## src/rtl/act_quant.sv

```systemverilog
// act_quant: per-vector symmetric int8 activation quantizer.
//
// Captures a vector of signed fixed-point elements, finds its absolute
// maximum, divides a scaled 127 by that maximum to get a reciprocal, then
// multiplies every element by the reciprocal and saturates to [-127,127].
// A single FSM sequences the work: IDLE -> MAX -> DIV -> QUANT -> DONE.
// DIV is skipped when absmax is 0.
//
// Compile-time option: define ACT_QUANT_ROUND_EN to round half up in QUANT.
// When it is undefined, QUANT truncates (floor). Latency is the same either way.
//
// Ports
//   clk        rising-edge clock
//   rst        synchronous active-high reset
//   start      one-cycle request, honoured only in IDLE
//   in_arr     ARR_WIDTH packed signed FXP_N-bit elements (element i at [i*FXP_N +: FXP_N])
//   q_arr      ARR_WIDTH packed signed 8-bit results (element i at [i*8 +: 8])
//   scale_out  absmax of the last completed vector (unsigned)
//   zero_flag  last completed vector had absmax 0
//   busy       high in every state except IDLE
//   done       one-cycle completion pulse
module act_quant #(
  parameter int ARR_WIDTH = 8,
  parameter int FXP_N     = 16,
  parameter int FXP_FRAC  = 8
) (
  input  logic                       clk,
  input  logic                       rst,
  input  logic                       start,
  input  logic [ARR_WIDTH*FXP_N-1:0] in_arr,
  output logic [ARR_WIDTH*8-1:0]     q_arr,
  output logic [FXP_N-1:0]           scale_out,
  output logic                       zero_flag,
  output logic                       busy,
  output logic                       done
);

  localparam int QW = 2*FXP_FRAC + 7;
  localparam int PW = FXP_N + QW + 1;
  localparam int SH = 2*FXP_FRAC;
  localparam int IW = (ARR_WIDTH > 1) ? $clog2(ARR_WIDTH) : 1;
  localparam int CW = $clog2(QW + 1);

  localparam logic [QW-1:0]          DIVIDEND = QW'(127) << SH;
  localparam logic signed [FXP_N-1:0] S_MIN   = {1'b1, {(FXP_N-1){1'b0}}};
  localparam logic [FXP_N-1:0]       S_MAX_U  = {1'b0, {(FXP_N-1){1'b1}}};
  localparam logic signed [PW-1:0]   Q_HI     = PW'(127);
  localparam logic signed [PW-1:0]   Q_LO     = -PW'(127);
  localparam logic [IW-1:0]          LAST     = IW'(ARR_WIDTH - 1);
`ifdef ACT_QUANT_ROUND_EN
  localparam logic signed [PW-1:0]   HALF     = PW'(1) << (SH - 1);
`endif

  typedef enum logic [2:0] {IDLE, MAX, DIV, QUANT, DONE} state_t;

  // |x| with the most negative code clamped to the largest positive code
  function automatic logic [FXP_N-1:0] abs_sat(input logic signed [FXP_N-1:0] x);
    if (x == S_MIN)
      return S_MAX_U;
    else if (x < 0)
      return $unsigned(-x);
    else
      return $unsigned(x);
  endfunction

  function automatic logic signed [PW-1:0] round_shift(input logic signed [PW-1:0] p);
`ifdef ACT_QUANT_ROUND_EN
    return (p + HALF) >>> SH;
`else
    return p >>> SH;
`endif
  endfunction

  function automatic logic signed [7:0] sat8(input logic signed [PW-1:0] s);
    if (s > Q_HI)
      return 8'sd127;
    else if (s < Q_LO)
      return -8'sd127;
    else
      return $signed(s[7:0]);
  endfunction

  state_t                   state;
  logic [IW-1:0]            idx;
  logic [CW-1:0]            dcnt;
  logic [FXP_N-1:0]         absmax;
  logic [QW-1:0]            div_q;     // dividend shifts out, quotient shifts in; holds recip after DIV
  logic [FXP_N-1:0]         div_rem;
  logic signed [FXP_N-1:0]  cap [ARR_WIDTH];
  logic signed [7:0]        wrk [ARR_WIDTH];

  logic [FXP_N-1:0]         elem_abs;
  logic [FXP_N-1:0]         amax_nxt;
  logic [FXP_N:0]           rem_sh;
  logic                     rem_ge;
  logic [FXP_N-1:0]         rem_nxt;
  logic signed [PW-1:0]     x_ext;
  logic signed [PW-1:0]     r_ext;
  logic signed [PW-1:0]     p_cur;
  logic signed [7:0]        q_cur;

  always_comb begin
    elem_abs = abs_sat(cap[idx]);
    amax_nxt = (elem_abs > absmax) ? elem_abs : absmax;

    // Remainder stays below absmax (< 2^(FXP_N-1)), so FXP_N bits hold it
    rem_sh  = {div_rem, div_q[QW-1]};
    rem_ge  = (rem_sh >= {1'b0, absmax});
    rem_nxt = rem_ge ? FXP_N'(rem_sh - {1'b0, absmax}) : rem_sh[FXP_N-1:0];

    x_ext = PW'(cap[idx]);
    r_ext = $signed(PW'(div_q));
    p_cur = x_ext * r_ext;
    q_cur = sat8(round_shift(p_cur));
  end

  always_ff @(posedge clk) begin
    if (rst) begin
      state     <= IDLE;
      idx       <= '0;
      dcnt      <= '0;
      absmax    <= '0;
      div_q     <= '0;
      div_rem   <= '0;
      q_arr     <= '0;
      scale_out <= '0;
      zero_flag <= 1'b0;
      busy      <= 1'b0;
      done      <= 1'b0;
      for (int i = 0; i < ARR_WIDTH; i++) begin
        cap[i] <= '0;
        wrk[i] <= '0;
      end
    end else begin
      done <= 1'b0;
      case (state)
        // IDLE: capture the vector on start
        IDLE: begin
          if (start) begin
            for (int i = 0; i < ARR_WIDTH; i++)
              cap[i] <= $signed(in_arr[i*FXP_N +: FXP_N]);
            absmax <= '0;
            idx    <= '0;
            busy   <= 1'b1;
            state  <= MAX;
          end
        end
        // MAX: one element per cycle; an all-zero vector skips the divider
        MAX: begin
          absmax <= amax_nxt;
          if (idx == LAST) begin
            idx <= '0;
            if (amax_nxt == '0) begin
              div_q <= '0;
              state <= QUANT;
            end else begin
              div_q   <= DIVIDEND;
              div_rem <= '0;
              dcnt    <= '0;
              state   <= DIV;
            end
          end else begin
            idx <= idx + IW'(1);
          end
        end
        // DIV: restoring divider, one quotient bit per cycle
        DIV: begin
          div_q   <= {div_q[QW-2:0], rem_ge};
          div_rem <= rem_nxt;
          if (dcnt == CW'(QW - 1))
            state <= QUANT;
          else
            dcnt <= dcnt + CW'(1);
        end
        // QUANT: one element per cycle; the last one goes straight to the outputs
        QUANT: begin
          wrk[idx] <= q_cur;
          if (idx == LAST) begin
            for (int i = 0; i < ARR_WIDTH; i++)
              q_arr[i*8 +: 8] <= wrk[i];
            q_arr[(ARR_WIDTH-1)*8 +: 8] <= q_cur;
            scale_out <= absmax;
            zero_flag <= (absmax == '0);
            done      <= 1'b1;
            idx       <= '0;
            state     <= DONE;
          end else begin
            idx <= idx + IW'(1);
          end
        end
        // DONE: done is high for this one cycle; start is not looked at here
        DONE: begin
          busy  <= 1'b0;
          state <= IDLE;
        end
        default: begin
          busy  <= 1'b0;
          state <= IDLE;
        end
      endcase
    end
  end

endmodule

```

## config.mk

```make
export PLATFORM = sky130hd
export DESIGN_NAME = act_quant
export DESIGN_NICKNAME = d
export VERILOG_FILES = /design/src/rtl/act_quant.sv
export SDC_FILE = /design/constraint.sdc
export NUM_CORES = 1
export LEC_CHECK = 0
export BUFFER_PORTS_ARGS = -buffer_cell sky130_fd_sc_hd__buf_2
export CORE_MARGIN = 2
export CORE_UTILIZATION = 45
export DETAILED_ROUTE_END_ITERATION = 12
export PLACE_DENSITY = 0.71
export RECOVER_POWER = 25
export SLEW_MARGIN = 5
export SYNTH_ARGS = -nofsm -noshare
export SYNTH_HDL_FRONTEND = slang
export SYNTH_SLANG_ARGS = --single-unit
```

## constraint.sdc

```tcl
create_clock -name clk -period 21.9 [get_ports clk]
set_input_delay 6.57 -clock clk [delete_from_list [all_inputs] [get_ports clk]]
set_output_delay 6.57 -clock clk [all_outputs]
set_load 0.03 [all_outputs]
```

==> results of run 1 <==
## cell type report
type | instances | area, µm²
tap | 837 | 1050
clock inverter | 17 | 200
multi-input combinational | 2079 | 17400
inverter | 439 | 1650
clock buffer | 44 | 920
timing repair buffer | 228 | 1090
fill | 5728 | 31000
sequential | 336 | 8570
## cell families (layout without fill, tap and decap cells)
| logic type | after synthesis | in the layout | share of synthesized area |
|---|---|---|---|
| AO/OA/AOI/OAI | 416 | 416 | 0.0957 |
| XOR/XNOR | 40 | 40 | 0.0124 |
| adder cells (fa/ha/maj) | 462 | 462 | 0.283 |
| buffers and inverters | 605 | 728 | 0.0814 |
| flip-flops | 336 | 336 | 0.304 |
| multiplexers | 64 | 64 | 0.0344 |
| AND/OR/NAND/NOR | 1097 | 1097 | 0.189 |
## state kept, by name, summed over array words and instances (netlist names), named ones only
signal,flops
cap,128
q_arr,64
wrk,56
div_q,23
absmax,16
div_rem,16
scale_out,16
dcnt,5
idx,3
state,3
busy,1
done,1
zero_flag,1
## where the power goes
group / switching [µW] / leakage, µW / total (µW) / internal, µW
Clock: 258 / 0.000547 / 605 / 347
Sequential: 15.7 / 0.00318 / 708 / 692
Combinational: 222 / 0.00971 / 353 / 131
Total: 496 / 0.0134 / 1670 / 1170
## placed cells by master, fill, tap and decap left out, types with 14 or more instances in the layout
| cell | netlist | routed |
|---|---|---|
| a21o_1 | 34 | 34 |
| a21oi_1 | 163 | 163 |
| a22oi_1 | 26 | 26 |
| a31oi_1 | 15 | 15 |
| and2_1 | 242 | 242 |
| and3_1 | 21 | 20 |
| buf_2 | 9 | 142 |
| buf_4 | 1 | 15 |
| clkbuf_1 | 142 | 79 |
| clkbuf_16 | 0 | 35 |
| dfxtp_1 | 152 | 151 |
| edfxtp_1 | 184 | 184 |
| fa_1 | 292 | 292 |
| ha_1 | 170 | 170 |
| inv_1 | 436 | 436 |
| mux2_2 | 14 | 14 |
| mux2i_1 | 24 | 22 |
| mux4_2 | 24 | 24 |
| nand2_1 | 411 | 411 |
| nand2b_1 | 21 | 20 |
| nand3_1 | 37 | 36 |
| nand4_1 | 20 | 20 |
| nor2_1 | 197 | 196 |
| nor2b_1 | 64 | 64 |
| nor3_1 | 30 | 28 |
| o21ai_0 | 52 | 52 |
| o22ai_1 | 16 | 16 |
| xnor2_1 | 25 | 25 |
| xor2_1 | 15 | 15 |
## layer usage
layer / up-vias / global-route usage / routed length (µm)
met5: - / 0 / 0
met4: 0 / 0.0978 / 3040
met3: 186 / 0.0301 / 3660
met2: 672 / 0.395 / 35400
met1: 10500 / 0.278 / 28900
li1: 10000 / - / -
## worst paths after layout
check,startpoint,to,depth (start not counted)
max,rst,cap[0][10],3
min,q_arr[53],q_arr[53],2
max reg2reg,flop,q_arr[56],25
min reg2reg,q_arr[53],q_arr[53],2
## stage by stage
stage / power, µW / util / hold WS [ns] / instance area, µm² / worst slack (ns)
CTS: 1670 / 0.501 / 0.452 / 31000 / 11.75
finish: 1670 / 0.499 / 0.454 / 30900 / 10.07
detailed placement: 1070 / 0.483 / 0.443 / 29800 / 11.80
global route: 1740 / 0.499 / 0.472 / 30900 / 9.57
global placement: 1060 / 0.483 / 0.441 / 29800 / 12.02
floorplan: 972 / - / 0.445 / 28200 / 11.22
## worst max-delay path, stage by stage
cell      delay (ns)
clkbuf_1        3.30
nand2b_4        1.06
buf_4           0.93
==> impl_metrics.env, run 1 <==
export IMPL_ff2ff_setup_slack_ns=11.66
export IMPL_fin_skew_ns=0.0267
export IMPL_syn_nets=3613
export IMPL_fmax_mhz=84.5
export IMPL_grt_pass1_wl_um=116000
export IMPL_violations="capacitance limit, slew limit"
export IMPL_placedCellCount=3919
export IMPL_cts_resized=0
export IMPL_setup_violations=0
export IMPL_post_cts_buffers=0
export IMPL_maxSlewViolCount=99
export IMPL_leakage_uw=0.0134
export IMPL_cts_tree="yes"
export IMPL_cts_clk_slew_worst_paths_ns=0.07
export IMPL_yosysMostFrequentCell="inv_1"
export IMPL_cp_arrival_ns=11.98
export IMPL_die_h_um=254
export IMPL_core_rowCount=91
export IMPL_fin_cells=3980
export IMPL_synth_top_area_frac=0.207
export IMPL_grt_usage=0.225
export IMPL_synth_cell_area_um2=28200
export IMPL_hold_path_class="reg -> reg"
export IMPL_period_share=0.540
export IMPL_syn_avg_cell_area_um2=9.33
export IMPL_dieWidth_um=254
export IMPL_hold_buffers=0
export IMPL_fp_coreArea_um2=61800
export IMPL_fin_nets=3711
export IMPL_worstSetupPathType="in -> reg"
export IMPL_netlist_top_cells_area="fa_1 (21%), edfxtp_1 (20%), dfxtp_1 (11%)"
export IMPL_drc_errors=0
export IMPL_synth_area_leader_cell="fa_1"
export IMPL_antenna_cells=0
export IMPL_port_buffers=213
export IMPL_ios=214
export IMPL_gp_congestion=0.958
export IMPL_ys_async_sr_fraction=0
export IMPL_root_buffer="clkbuf_16"
export IMPL_drt_wl_total_um=71000
export IMPL_powerDensity_nw_per_um2=54.0
export IMPL_num_vias=21400
export IMPL_antenna_found_initial=0
export IMPL_run_status="finished with violations"
export IMPL_clk_insertion_delay_late_ns=0.54
export IMPL_grt_overflow=0
export IMPL_cts_sinks=336
export IMPL_cp_max_fo=98
export IMPL_rsz0062_at_grt="no"
export IMPL_tightest_slew_ns=4.81
export IMPL_grt_pass1_vias=22200
export IMPL_viasPerCell=5.38
export IMPL_fin_crit_ns=11.83
export IMPL_synthFlopType="edfxtp_1"
export IMPL_start_util=0.456
export IMPL_cp_end_kind="flop"
export IMPL_htreeDepth=2
export IMPL_required_ns=22.05
export IMPL_synth_edff_count=184
export IMPL_final_antenna_net_count=0
export IMPL_synth_yosys_seq_area_share=0.304
export IMPL_relSlewSlack=-2.21
export IMPL_die_area_um2=64700
export IMPL_drtPass1Iterations=5
export IMPL_synth_distinct_cells=86
export IMPL_synth_common_cells="inv_1 (436), nand2_1 (411), fa_1 (292)"
export IMPL_post_dp_hpwl_um=53000
export IMPL_cts_buffers_inserted=34
export IMPL_cap_violations=1
export IMPL_critPathLaunchType="input pin"
export IMPL_drive_gt1_frac=0.0923
export IMPL_ys_seq_elements=336
export IMPL_grt_max_degree=99
export IMPL_ir_drop_uv=50.1
export IMPL_area_growth_pct=9.48
export IMPL_final_setup_tns_ns=0
export IMPL_hold_viol=0
export IMPL_syn_instance_count=3020
export IMPL_ys_warnings_count=0
export IMPL_cts_buffer_depth=3
export IMPL_drtIter0Drc=1351
export IMPL_post_drt_wl_per_cell_um=17.8
Power figures use the tool's default switching activity.
==> run 2, diff against run 1 <==
- clock period: 21.9 -> 11.1 ns (I/O delays scaled with it)
==> impl_metrics.env, run 2 (synthesis results as in run 1) <==
export IMPL_run_status="finished with violations"
export IMPL_violations="capacitance limit, slew limit"
export IMPL_grt_max_degree=97
export IMPL_p_seq_frac=0.427
export IMPL_top_register="cap"
export IMPL_r2r_end="wrk[3][2]"
export IMPL_grt_usage=0.217
export IMPL_cp_max_fo=57
export IMPL_clk_insertion_delay_late_ns=0.54
export IMPL_cts_clk_slew_worst_paths_ns=0.07
export IMPL_leakage_uw=0.0134
export IMPL_power_switching_uw=959
export IMPL_layout_common_cells="inv_1 (436), nand2_1 (411), fa_1 (292)"
export IMPL_setup_violations=0
export IMPL_num_fill_cells=5712
export IMPL_maxSlewViolCount=135
export IMPL_post_drt_wl_per_cell_um=17.3
export IMPL_viasPerCell=5.36
export IMPL_fin_nets=3714
export IMPL_critical_path_top_delay_family="adder cells"
export IMPL_num_vias=21400
export IMPL_die_h_um=254
export IMPL_rsz0062_at_grt="no"
export IMPL_p_clk_frac=0.359
export IMPL_required_ns=11.49
export IMPL_fin_skew_ns=0.0352
export IMPL_cts_tree="yes"
export IMPL_hold_buffers=0
export IMPL_ios=214
export IMPL_area_growth_pct=9.57
export IMPL_die_area_um2=64700
export IMPL_relSlewSlack=-2.05
export IMPL_antenna_found_initial=0
export IMPL_drc_errors=0
export IMPL_fp_coreArea_um2=61800
export IMPL_drtPass1Iterations=8
export IMPL_holdPathStages=2
export IMPL_slowest_delay_ns=0.96
export IMPL_core_rowCount=91
export IMPL_worstSetupPathType="reg -> reg"
export IMPL_antenna_cells=0
export IMPL_internal_power_uw=2310
export IMPL_largest_register_ffs=128
export IMPL_fmax_mhz=97.3
export IMPL_critPathLaunchType="flop"
export IMPL_critPathSlowestCell="and3_1"
export IMPL_post_dp_hpwl_um=52100
export IMPL_regArea_um2=8570
export IMPL_multiInputGateArea_um2=17400
export IMPL_dieWidth_um=254
export IMPL_worst_r2r_path_depth=25
export IMPL_gp_congestion=0.916
export IMPL_htreeDepth=2
export IMPL_tightest_slew_ns=4.58
export IMPL_power_uw=3270
export IMPL_cts_buffer_depth=3
export IMPL_cp_arrival_ns=10.67
export IMPL_crit_cells=25
export IMPL_cts_sinks=336
export IMPL_start_util=0.456
export IMPL_ir_drop_uv=93.4
export IMPL_cp_end_kind="flop"
export IMPL_combPwrFrac=0.214
export IMPL_cts_resized=0
export IMPL_period_share=0.926
export IMPL_grt_pass1_wl_um=113000
export IMPL_top_regs="cap x128, q_arr x64, wrk x56"
export IMPL_post_cts_buffers=0
export IMPL_path_buf_inv=3
export IMPL_p_sw_frac=0.293
export IMPL_ff2ff_setup_slack_ns=0.82
export IMPL_cap_violations=2
export IMPL_drive_gt1_frac=0.0902
export IMPL_hold_path_class="reg -> reg"
export IMPL_final_setup_tns_ns=0
export IMPL_final_antenna_net_count=0
export IMPL_fin_crit_ns=10.28
export IMPL_final_common_cell="inv_1"
export IMPL_cp_common_cell="fa_1"
export IMPL_hold_viol=0
export IMPL_root_buffer="clkbuf_16"
export IMPL_powerDensity_nw_per_um2=106
export IMPL_drt_wl_total_um=69000
export IMPL_grt_pass1_vias=21900
export IMPL_setup_worst_path_end="wrk[3][2]"
export IMPL_grt_overflow=0
export IMPL_drtIter0Drc=1425
export IMPL_cts_buffers_inserted=34
export IMPL_port_buffers=213
## run 2: area by class of cell
type / instances / area share
inverter: 439 / 0.0534
tap: 837 / 0.0339
multi-input combinational: 2079 / 0.563
sequential: 336 / 0.278
clock buffer: 44 / 0.0298
timing repair buffer: 231 / 0.0359
clock inverter: 18 / 0.00701
## run 2: worst min-delay path by stage
| stage | slack, ns | end | startpoint |
|---|---|---|---|
| floorplan | 0.45 | scale_out[12] | absmax[12] |
| global placement | 0.44 | scale_out[14] | scale_out[14] |
| detailed placement | 0.44 | scale_out[15] | scale_out[15] |
| CTS | 0.45 | q_arr[17] | q_arr[17] |
| global route | 0.48 | q_arr[4] | q_arr[4] |
| finish | 0.45 | q_arr[22] | q_arr[22] |
## run 2: power groups by stage
| stage | clock network [µW] | registers, µW | logic, µW |
|---|---|---|---|
| detailed placement | 0 | 1420 | 688 |
| CTS | 1190 | 1400 | 693 |
| floorplan | 0 | 1410 | 508 |
| finish | 1170 | 1400 | 698 |
| global placement | 0 | 1420 | 682 |
| global route | 1240 | 1400 | 769 |
## run 2: metal layers
metal,GRT usage,wire length (µm)
met3,0.0255,3550
met4,0.0750,2370
met5,0,0
met1,0.277,28900
met2,0.383,34200
## run 2: stage by stage
| stage | setup WS [ns] | cell area (µm²) | util | std cells | hold WS [ns] |
|---|---|---|---|---|---|
| 2_1_floorplan | 1.76 | 28200 | - | 3020 | 0.445 |
| 3_3_place_gp | 1.05 | 29900 | 0.483 | 3922 | 0.442 |
| 3_5_place_dp | 0.922 | 29900 | 0.483 | 3922 | 0.444 |
| 4_1_cts | 0.907 | 31000 | 0.501 | 3984 | 0.452 |
| 5_1_grt | 0.337 | 30900 | 0.500 | 3984 | 0.475 |
| 6_report | 0.821 | 30900 | 0.500 | 3984 | 0.454 |
## run 2: tightest hold or removal path, stage by stage (launching register included)
cell	delay, ns
dfxtp_1	0.31
nand2_1	0.05
a21oi_1	0.05
==> run 3, diff against run 2 <==
- CTS_BUF_LIST: default -> sky130_fd_sc_hd__clkbuf_4 sky130_fd_sc_hd__clkbuf_8 sky130_fd_sc_hd__clkbuf_16
==> impl_metrics.env, run 3 (synthesis results as in run 1) <==
export IMPL_antenna_cells=0
export IMPL_drc_errors=0
export IMPL_fin_skew_ns=0.0312
export IMPL_postPlaceCellArea_um2=29900
export IMPL_num_vias=21300
export IMPL_combPwrFrac=0.212
export IMPL_drt_wl_total_um=69000
export IMPL_final_setup_tns_ns=0
export IMPL_core_rowCount=91
export IMPL_cp_max_fo=57
export IMPL_setup_violations=0
export IMPL_leakage_uw=0.0135
export IMPL_cts_sinks=336
export IMPL_cts_tree="yes"
export IMPL_root_buffer="clkbuf_16"
export IMPL_critPathLaunchType="flop"
export IMPL_post_drt_wl_per_cell_um=17.3
export IMPL_p_seq_frac=0.425
export IMPL_viasPerCell=5.35
export IMPL_die_h_um=254
export IMPL_multiInputGateArea_um2=17400
export IMPL_post_dp_hpwl_um=52100
export IMPL_fmax_mhz=97.5
export IMPL_drtIter0Drc=1431
export IMPL_rsz0062_at_grt="no"
export IMPL_area_growth_pct=9.68
export IMPL_antenna_found_initial=0
export IMPL_final_common_cell="inv_1"
export IMPL_cts_clk_slew_worst_paths_ns=0.07
export IMPL_start_util=0.456
export IMPL_tightest_slew_ns=4.60
export IMPL_grt_overflow=0
export IMPL_powerDensity_nw_per_um2=106
export IMPL_relSlewSlack=-2.06
export IMPL_grt_pass1_vias=21900
export IMPL_period_share=0.924
export IMPL_violations="capacitance limit, slew limit"
export IMPL_p_sw_frac=0.292
export IMPL_grt_pass1_wl_um=113000
export IMPL_p_clk_frac=0.363
export IMPL_cts_buffer_depth=3
export IMPL_fin_crit_ns=10.26
export IMPL_fin_nets=3714
export IMPL_power_switching_uw=960
export IMPL_top_register="cap"
export IMPL_port_buffers=213
export IMPL_hold_buffers=0
export IMPL_htreeDepth=2
export IMPL_die_area_um2=64700
export IMPL_fp_coreArea_um2=61800
export IMPL_worstSetupPathType="reg -> reg"
export IMPL_layout_common_cells="inv_1 (436), nand2_1 (411), fa_1 (292)"
export IMPL_cts_resized=0
export IMPL_cp_end_kind="flop"
export IMPL_drive_gt1_frac=0.0928
export IMPL_internal_power_uw=2330
export IMPL_dp_worst_setup_slack_ns=0.922
export IMPL_clk_insertion_delay_late_ns=0.54
export IMPL_drtPass1Iterations=5
export IMPL_regArea_um2=8570
export IMPL_cts_buffers_inserted=34
export IMPL_hold_viol=0
export IMPL_cap_violations=2
export IMPL_ios=214
export IMPL_fin_ws_ns=0.840
export IMPL_postLayoutCellArea_um2=30900
export IMPL_gp_congestion=0.916
export IMPL_post_cts_buffers=0
export IMPL_grt_usage=0.217
export IMPL_dieWidth_um=254
export IMPL_run_status="finished with violations"
export IMPL_final_antenna_net_count=0
export IMPL_hold_path_class="reg -> reg"
export IMPL_top_regs="cap x128, q_arr x64, wrk x56"
export IMPL_fin_util=0.500
export IMPL_cp_arrival_ns=10.65
export IMPL_ir_drop_uv=93.2
export IMPL_largest_register_ffs=128
export IMPL_grt_max_degree=97
export IMPL_num_fill_cells=5711
export IMPL_maxSlewViolCount=135
export IMPL_required_ns=11.49
-- run 3: cell counts in the layout (fill, tap and decap cells not counted) --
Identical to the previous run, type by type.
-- run 3: power by group through the flow --
stage	logic [µW]	clock network [µW]	registers, µW
after floorplan	508	0	1410
after global placement	682	0	1420
after detailed placement	688	0	1420
after CTS	693	1210	1400
after global routing	769	1260	1400
final	698	1190	1400
-- run 3: layout make-up --
type	instances	share of cell area
multi-input combinational	2079	0.562
inverter	439	0.0533
sequential	336	0.277
tap	837	0.0339
clock inverter	18	0.00700
timing repair buffer	231	0.0358
clock buffer	44	0.0307
-- run 3: critical path, stage by stage (launching register included) --
cell and delay, ns:
dfxtp_4 0.93, mux2i_1 0.25, a22oi_1 0.33, and3_1 0.98, nand2_1 0.17, fa_1 0.54, fa_1 0.44, fa_1 0.51
inv_1 0.05, fa_1 0.47, fa_1 0.55, inv_1 0.06, fa_1 0.53, inv_1 0.04, ha_1 0.35, a21o_1 0.23
a21o_1 0.17, a221o_1 0.39, a2111o_1 0.41, a31oi_1 0.32, xor2_1 0.14, or3b_1 0.38, or4b_4 0.51, nor4_4 0.70
o22ai_1 0.39, nor2_1 0.21
-- run 3: final timing paths --
check                  end  depth (start not counted)  slack, ns           from
max              wrk[3][2]                         25       0.84           flop
min          scale_out[15]                          2       0.45  scale_out[15]
max reg2reg      wrk[3][2]                         25       0.84           flop
min reg2reg  scale_out[15]                          2       0.45  scale_out[15]
-- run 3: stage by stage --
step                      cells  hold WS, ns  total power [µW]
after CTS                  3984        0.452              3300
after global placement     3922        0.442              2100
after detailed placement   3922        0.444              2110
final                      3984        0.454              3290
after global routing       3984        0.476              3430
after floorplan            3020        0.445              1920
-- run 3: per-layer routing --
metal / global-route usage / vias to the layer above / part of all wire
met5: 0 / - / 0
li1: - / 10000 / -
met1: 0.277 / 10500 / 0.42
met4: 0.0750 / 0 / 0.034
met3: 0.0255 / 139 / 0.051
met2: 0.383 / 646 / 0.50
